--- src/rtl/instr_assembler.sv ---
// Packs a host byte stream into big-endian 32-bit instruction words and buffers
// them in a small FIFO presented on the instr_ready / instr_ack / instr_in handshake.
module instr_assembler #(
    parameter int DEPTH_LOG2     = 2,
    parameter int TIMEOUT_CYCLES = 500000
) (
    input  logic                  clk,
    input  logic                  reset,
    input  logic                  rx_valid,
    input  logic [7:0]            rx_data,
    output logic                  instr_ready,
    input  logic                  instr_ack,
    output logic [31:0]           instr_in,
    output logic [DEPTH_LOG2:0]   fifo_count,
    output logic                  overflow,
    output logic                  frame_error,
    input  logic                  err_clear
);

    localparam int                  DEPTH  = 1 << DEPTH_LOG2;
    localparam int                  TW     = $clog2(TIMEOUT_CYCLES);
    localparam logic [TW-1:0]       T_LAST = TW'(TIMEOUT_CYCLES - 1);
    localparam logic [DEPTH_LOG2:0] FULL   = (DEPTH_LOG2+1)'(DEPTH);

    logic [1:0]            byte_cnt;
    logic [23:0]           partial;
    logic [TW-1:0]         tmo_cnt;
    logic [DEPTH_LOG2-1:0] rd_ptr;
    logic [DEPTH_LOG2-1:0] wr_ptr;
    logic [DEPTH_LOG2:0]   count;
    logic [31:0]           mem [DEPTH];

    logic word_done;
    logic pop;
    logic full;
    logic push;
    logic drop;

    always_comb begin
        word_done = rx_valid && (byte_cnt == 2'd3);
        pop       = instr_ack && (count != '0);
        full      = (count == FULL);
        // A pop in the same cycle frees the slot, so a full FIFO still accepts.
        push      = word_done && (!full || pop);
        drop      = word_done && full && !pop;
    end

    assign instr_ready = (count != '0);
    assign instr_in    = (count != '0) ? mem[rd_ptr] : 32'd0;
    assign fifo_count  = count;

    // Byte packing and inter-byte timeout.
    always_ff @(posedge clk or posedge reset) begin
        if (reset) begin
            byte_cnt    <= 2'd0;
            partial     <= 24'd0;
            tmo_cnt     <= '0;
            frame_error <= 1'b0;
        end else begin
            frame_error <= 1'b0;
            if (rx_valid) begin
                byte_cnt <= byte_cnt + 2'd1;
                tmo_cnt  <= '0;
                case (byte_cnt)
                    2'd0:    partial[23:16] <= rx_data;
                    2'd1:    partial[15:8]  <= rx_data;
                    2'd2:    partial[7:0]   <= rx_data;
                    default: ;
                endcase
            end else if (byte_cnt != 2'd0) begin
                if (tmo_cnt == T_LAST) begin
                    byte_cnt    <= 2'd0;
                    tmo_cnt     <= '0;
                    frame_error <= 1'b1;
                end else begin
                    tmo_cnt <= tmo_cnt + TW'(1);
                end
            end else begin
                tmo_cnt <= '0;
            end
        end
    end

    // Storage needs no reset: nothing is read until count says it was written.
    always_ff @(posedge clk) begin
        if (push) begin
            mem[wr_ptr] <= {partial, rx_data};
        end
    end

    always_ff @(posedge clk or posedge reset) begin
        if (reset) begin
            rd_ptr <= '0;
            wr_ptr <= '0;
            count  <= '0;
        end else begin
            if (push) begin
                wr_ptr <= wr_ptr + DEPTH_LOG2'(1);
            end
            if (pop) begin
                rd_ptr <= rd_ptr + DEPTH_LOG2'(1);
            end
            case ({push, pop})
                2'b10:   count <= count + (DEPTH_LOG2+1)'(1);
                2'b01:   count <= count - (DEPTH_LOG2+1)'(1);
                default: ;
            endcase
        end
    end

    // Clear first so a drop in the same cycle leaves the flag set.
    always_ff @(posedge clk or posedge reset) begin
        if (reset) begin
            overflow <= 1'b0;
        end else if (drop) begin
            overflow <= 1'b1;
        end else if (err_clear) begin
            overflow <= 1'b0;
        end
    end

endmodule

--- config.mk ---
export PLATFORM = sky130hd
export DESIGN_NAME = instr_assembler
export DESIGN_NICKNAME = d
export VERILOG_FILES = /design/src/rtl/instr_assembler.sv
export SDC_FILE = /design/constraint.sdc
export NUM_CORES = 1
export LEC_CHECK = 0
export CAP_MARGIN = 20
export CORE_UTILIZATION = 35
export DETAILED_ROUTE_END_ITERATION = 12
export REMOVE_ABC_BUFFERS = 1
export SLEW_MARGIN = 10
export SYNTH_ARGS = -nofsm -noshare
export SYNTH_HDL_FRONTEND = slang
export SYNTH_SLANG_ARGS = --single-unit
export TNS_END_PERCENT = 20
--- constraint.sdc ---
create_clock -name clk -period 6.5 [get_ports clk]
set_clock_uncertainty 0.2 [all_clocks]
set_input_delay 0.65 -clock clk [delete_from_list [all_inputs] [get_ports clk]]
set_output_delay 0.65 -clock clk [all_outputs]
set_load 0.005 [all_outputs]
==> run_results.csv, run 1 <==
group,metric,value,unit
drt,wl_per_cell,17.63,um
critical_path,worstPathArrival,2810,ps
critical_path,reg2reg_depth,8,
clocking,clock_latency,420,ps
sta,min_period,3662,ps
place,place_congestion,0.7090,
global_routing,grt.total_usage,0.1367,
power_and_ir_drop,combinationalPowerShare,0.294,
sta,worst_slack,2838,ps
logic_synthesis,yosysUniqueCellTypes,45,
clocking,holdBufCountCts,0,
critical_path,crit_path_max_incr_delay,730,ps
power_and_ir_drop,switching_share,0.2720,
logic_synthesis,ys.flop_type,"edfxtp_1",
power_and_ir_drop,ir_drop,0.0002070,V
sta,final_hold_viol_count,0,
critical_path,crit_chain,"buf_4, mux4_2, and2_1, clkdlybuf4s50_1",
critical_path,cp.depth,4,
place,place_ws,3173,ps
final_layout,nets,501,
drt,drt_first_pass_iters,4,
global_routing,first_global_vias,4096,
drt,wirelength,13410,um
floorplanning,die_y,147.2,um
final_layout,num_antenna_cells,0,
final_layout,final_cell_mix,"128 x edfxtp_1, 53 x dfrtp_1, 50 x clkdlybuf4s50_1",
global_routing,grt_pass1_wl,22190,um
sta,slew_headroom,0.5033,
global_routing,grt_start_max_net_pins,55,
worst_hold_path,hold_depth,1,
clocking,clock_sinks,182,
place,dpl.hpwl,7846,um
power_and_ir_drop,p_sw,1056,uW
global_routing,overflow,0,
clocking,h-tree-depth,4,
critical_path,cp-start-kind,"flip-flop",
power_and_ir_drop,powerDensity,441.0,nW/um2
floorplanning,num_rows,52,
final_layout,fillers,1844,
power_and_ir_drop,seqPwrFrac,0.439,
status,status,"finished clean",
sta,fin_setup_tns,0,ps
floorplanning,start_util,0.3611,
floorplanning,die_w,147.2,um
critical_path,critPathSlowestCell,"dfrtp_2",
place,io_buffers,50,
drt,first_iter_violations,231,
floorplanning,die-area,21660,um2
sta,rsz0062_at_grt,"false",
logic_synthesis,ys_async_sr_fraction,0.2967,
critical_path,crit_family,"buffers and inverters",
clocking,cts_root_buffer,"clkbuf_16",
clocking,cts_buffers,17,
global_routing,grt_antenna_before_repair,1,
logic_synthesis,ys_seq_area_frac,0.7042,
worst_hold_path,hp-class,"flip-flop to flip-flop",
final_layout,multiInputGateArea,2071,um2
place,dp.cells,729,
final_layout,drive_gt1_frac,0.2138,
clocking,clockBufferDepth,2,
final_layout,final_cells,761,
logic_synthesis,netlist_instances,417,
critical_path,cp.required,5650,ps
power_and_ir_drop,power,3881,uW
sta,fmaxAchievable,273.0,MHz
floorplanning,io_pins,51,
logic_synthesis,synth-edff-count,128,
power_and_ir_drop,leakage,0.003065,uW
final_layout,regArea,5196,um2
final_layout,final_util,0.4308,
logic_synthesis,synth_area_per_cell,17.69,um2
clocking,cts_setup_buffers,0,
logic_synthesis,synth_area,7377,um2
critical_path,crit_type,"flip-flop to output pin",
critical_path,worstSetupEndpointType,"output pin",
sta,setup-violations-final,0,
critical_path,path_buf_inv,2,
sta,slew_viol_final,0,
power_and_ir_drop,internal-power,2825,uW
drt,ant_nets,0,
drt,via_per_inst,4.896,
sta,fin_crit_sh,0.5635,
sta,worst_pin_slew,745.0,ps
clocking,cts.reportedPaths.clkPinSlew,60,ps
clocking,cts_resized,0,
floorplanning,coreArea,20430,um2
final_layout,final_common_cell,"edfxtp_1",
clocking,cts_tree,"done",
job,cap_violations,0,
final_layout,area_growth,19.30,%
drt,drcViolationCount,0,
power_and_ir_drop,clkPwrFrac,0.267,
logic_synthesis,yosysWarnings,0,
logic_synthesis,synth-seq-cells,182,
drt,vias,3726,
critical_path,crit_path_max_fanout,18,
-- cell type report --
type	count	area share
clock buffer	22	0.05161
clock inverter	10	0.01678
inverter	9	0.003838
multi-input combinational	210	0.2353
sequential	182	0.5904
tap	270	0.03838
timing repair buffer	58	0.06369
-- synth_stat cells (2+ instances only) --
library cell	instances	area, um2
clkbuf_1	9	33.78
and2_1	37	231.5
o21ai_0	6	30.03
nor3b_1	2	15.01
nand4_1	8	50.05
mux2_2	24	270.3
buf_2	5	25.02
and4_1	3	26.28
xnor2_1	7	61.31
xor2_1	10	87.58
dfrtp_1	54	1351
inv_1	9	33.78
or3_2	3	22.52
mux4_2	32	720.7
nor2_1	18	67.56
or4_1	2	15.01
edfxtp_1	128	3844
nand3_1	6	30.03
o31ai_1	3	22.52
nand2_1	11	41.29
a21oi_1	8	40.04
ha_1	9	112.6
-- registers in the layout, indices dropped and copies added (netlist names) --
| name | cells |
|---|---|
| mem | 128 |
| overflow | 1 |
| partial | 24 |
| fifo_count | 3 |
| frame_error | 1 |
| tmo_cnt | 19 |
| wr_ptr | 2 |
| byte_cnt | 2 |
| rd_ptr | 2 |
-- final timing paths --
| check | startpoint | endpoint | slack [ps] |
|---|---|---|---|
| worst min-delay path | tmo_cnt[0]$_DFF_PP0_ | tmo_cnt[0]$_DFF_PP0_ | 290 |
| worst min register to register | tmo_cnt[0]$_DFF_PP0_ | tmo_cnt[0]$_DFF_PP0_ | 290 |
| worst max register to register | fifo_count[0]$_DFFE_PP0P_ | fifo_count[2]$_DFFE_PP0P_ | 3630 |
| min in group asynchronous | reset | tmo_cnt[5]$_DFF_PP0_ | 550 |
| max in group asynchronous | reset | rd_ptr[0]$_DFFE_PP0N_ | 5010 |
| worst max-delay path | rd_ptr[0]$_DFFE_PP0N_ | instr_in[11] | 2840 |
-- metal layers --
metal / up-vias / GRT usage / wire length (um) / part of all wire
met2: 71 / 0.2184 / 6660 / 0.50
met3: 2 / 0.03944 / 547 / 0.041
met1: 1936 / 0.1787 / 6160 / 0.46
met4: 0 / 0.04639 / 46 / 0.0034
li1: 1717 / - / - / -
met5: - / 0 / 0 / 0
-- logic make-up (layout without fill, tap and decap cells) --
logic type	Yosys count	in the layout	synth area share
simple gates	102	102	0.08480
mux	57	57	0.1357
flops	182	182	0.7042
compound gates	24	24	0.02205
xor+xnor	17	17	0.02018
buf+inv	25	99	0.01509
fa+ha+maj	10	10	0.01798
-- power by group through the flow --
stage	Combinational (uW)	Clock [uW]	Sequential, uW
floorplan	607	0	1730
global placement	1150	0	1710
detailed placement	1170	0	1730
CTS	1170	1070	1710
global route	1250	1110	1740
finish	1140	1040	1700
-- stage by stage --
stage,cell area [um2],hold slack [ps]
after floorplan,7300,246.3
after global placement,8199,260.5
after detailed placement,8199,286.4
after CTS,8801,296.7
after global routing,8801,328.0
final,8801,294.0
No activity file was read; power rests on OpenSTA's default activity.
==> run 2: changes to the inputs <==
clock period = 2.9 ns   (was 6.5 ns; I/O delays follow)
==> run 2 against run 1 <==
  * Cell area increased by 1.2%
  * Clock power increased by 120%
  * Critical path depth unchanged
  * Wire length decreased by 1.2%
  * Cell count increased by 0.26%
  * Global-route usage decreased by 0.45 points
  * Flip-flop and latch count unchanged
  * Sequential power increased by 120%
  * Core utilization increased by 0.50 points
  * Register-to-register slack got worse by 3300 ps
  * First-iteration DRC count decreased by 27%
  * Power increased by 130%
  * Largest cell class unchanged
==> run_results.csv, run 2 (same netlist as run 1, synthesis figures left out) <==
group,metric,value,unit
clocking,clock_sinks,182,
drt,vias,3707,
drt,first_iter_violations,169,
sta,setup-violations-final,0,
critical_path,endpoint,"instr_in[5]",
clocking,holdBufCountCts,0,
drt,ant_nets,0,
worst_hold_path,hp-class,"input port to asynchronous set/reset pin",
final_layout,final_cells,763,
global_routing,grt_antenna_before_repair,0,
drt,wl_per_cell,17.37,um
critical_path,crit_path_max_fanout,26,
power_and_ir_drop,clkPwrFrac,0.265,
global_routing,overflow,0,
place,place_ws,349.1,ps
clocking,cts_root_buffer,"clkbuf_16",
final_layout,num_antenna_cells,0,
sta,fin_setup_tns,0,ps
clocking,h-tree-depth,4,
critical_path,worstSetupEndpointType,"output pin",
critical_path,cp.required,2410,ps
global_routing,grt_start_max_net_pins,35,
power_and_ir_drop,seqPwrFrac,0.431,
critical_path,cp-start-kind,"flip-flop",
clocking,cts_setup_buffers,0,
place,dpl.hpwl,7791,um
final_layout,fin_area,8904,um2
sta,final_hold_viol_count,0,
critical_path,reg2reg_depth,7,
final_layout,top_register,"mem",
floorplanning,die-area,21660,um2
power_and_ir_drop,internal-power,6404,uW
global_routing,first_global_vias,3880,
place,io_buffers,50,
power_and_ir_drop,p_sw,2367,uW
sta,fmaxAchievable,364.9,MHz
job,cap_violations,0,
clocking,clockBufferDepth,2,
clocking,cts_buffers,17,
final_layout,largest_reg_flops,128,
clocking,cts_tree,"done",
critical_path,r2r_end,"fifo_count[2]$_DFFE_PP0P_",
final_layout,drive_gt1_frac,0.2170,
sta,worst_pin_slew,572.2,ps
drt,drcViolationCount,0,
critical_path,worstPathArrival,2250,ps
sta,fin_crit_sh,0.9450,
clocking,cts_resized,0,
clocking,cts.reportedPaths.clkPinSlew,60,ps
critical_path,rr_startpoint,"fifo_count[0]$_DFFE_PP0P_",
power_and_ir_drop,powerDensity,985.2,nW/um2
floorplanning,die_y,147.2,um
final_layout,top_regs,"mem (128), partial (24), tmo_cnt (19)",
final_layout,nets,503,
final_layout,final_common_cell,"edfxtp_1",
status,status,"finished clean",
clocking,clock_latency,420,ps
floorplanning,io_pins,51,
sta,min_period,2741,ps
power_and_ir_drop,leakage,0.003105,uW
global_routing,grt_pass1_wl,21370,um
global_routing,grt.total_usage,0.1322,
floorplanning,num_rows,52,
sta,slew_headroom,0.6176,
sta,slew_viol_final,0,
power_and_ir_drop,switching_share,0.2699,
place,place_congestion,0.7085,
final_layout,final_util,0.4358,
critical_path,crit_start,"rd_ptr[1]$_DFFE_PP0N_",
place,place_area,8302,um2
drt,drt_first_pass_iters,4,
critical_path,rrSetupSlack,350,ps
sta,rsz0062_at_grt,"false",
power_and_ir_drop,combinationalPowerShare,0.304,
drt,via_per_inst,4.858,
power_and_ir_drop,ir_drop,0.0004266,V
sta,worst_slack,159.5,ps
final_layout,final_cell_mix,"128 x edfxtp_1, 53 x dfrtp_1, 50 x clkdlybuf4s50_1",
floorplanning,start_util,0.3611,
critical_path,crit_type,"flip-flop to output pin",
floorplanning,coreArea,20430,um2
floorplanning,die_w,147.2,um
place,dp.cells,731,
final_layout,area_growth,20.69,%
drt,wirelength,13260,um
-- run 2: cell types whose count changed in the layout (fill, tap and decap cells not counted) --
| cell | change |
|---|---|
| buf_4 | -5 |
| inv_6 | -1 |
| clkinvlp_4 | -1 |
| inv_8 | +1 |
| buf_12 | +7 |
| clkinv_2 | +1 |
-- run 2: power by group through the flow --
stage / registers [uW] / clock network, uW / logic, uW
2_1_floorplan: 3870 / 0 / 1360
3_3_place_gp: 3780 / 0 / 2710
3_5_place_dp: 3830 / 0 / 2740
4_1_cts: 3780 / 2370 / 2750
5_1_grt: 3840 / 2490 / 2910
6_report: 3780 / 2320 / 2670
-- run 2: worst max-delay path, cell delays in order (launching register included) --
cell and delay [ps]:
dfrtp_1 600, buf_12 260, mux4_2 350, and2_1 170, clkdlybuf4s50_1 430
-- run 2: worst min path at each step --
| stage | from | to | slack, ps | cells past startpoint |
|---|---|---|---|---|
| floorplan | rx_valid | frame_error$_DFF_PP0_ | 170 | 1 |
| global placement | tmo_cnt[0]$_DFF_PP0_ | tmo_cnt[0]$_DFF_PP0_ | 260 | 1 |
| detailed placement | tmo_cnt[0]$_DFF_PP0_ | tmo_cnt[0]$_DFF_PP0_ | 290 | 1 |
| CTS | reset | tmo_cnt[2]$_DFF_PP0_ | 10 | 2 |
| global route | reset | tmo_cnt[2]$_DFF_PP0_ | 30 | 2 |
| finish | reset | tmo_cnt[2]$_DFF_PP0_ | 9 | 2 |
-- run 2: cell type report --
cell class,count,area (um2)
clock buffers,22,454.2
clock inverters,10,147.6
fillers,1840,11530
inverters,9,33.78
multi-input cells,210,2071
flip-flops and latches,182,5196
well taps,270,337.8
repair buffers,60,663.1
-- run 2: per-stage QoR --
step,hold slack (ps),power (uW)
after floorplan,168.8,5228
after global placement,260.7,6489
after detailed placement,292.5,6576
after CTS,10.43,8904
after global routing,31.95,9244
final,9.302,8771
-- run 2: metal layers --
layer  GRT usage  vias to the layer above  wire (um)
met5           0                        -          0
met4     0.03660                        0         86
met3     0.04006                        9        562
met2      0.2125                       69       6564
met1      0.1736                     1903       6043
li1            -                     1726          -
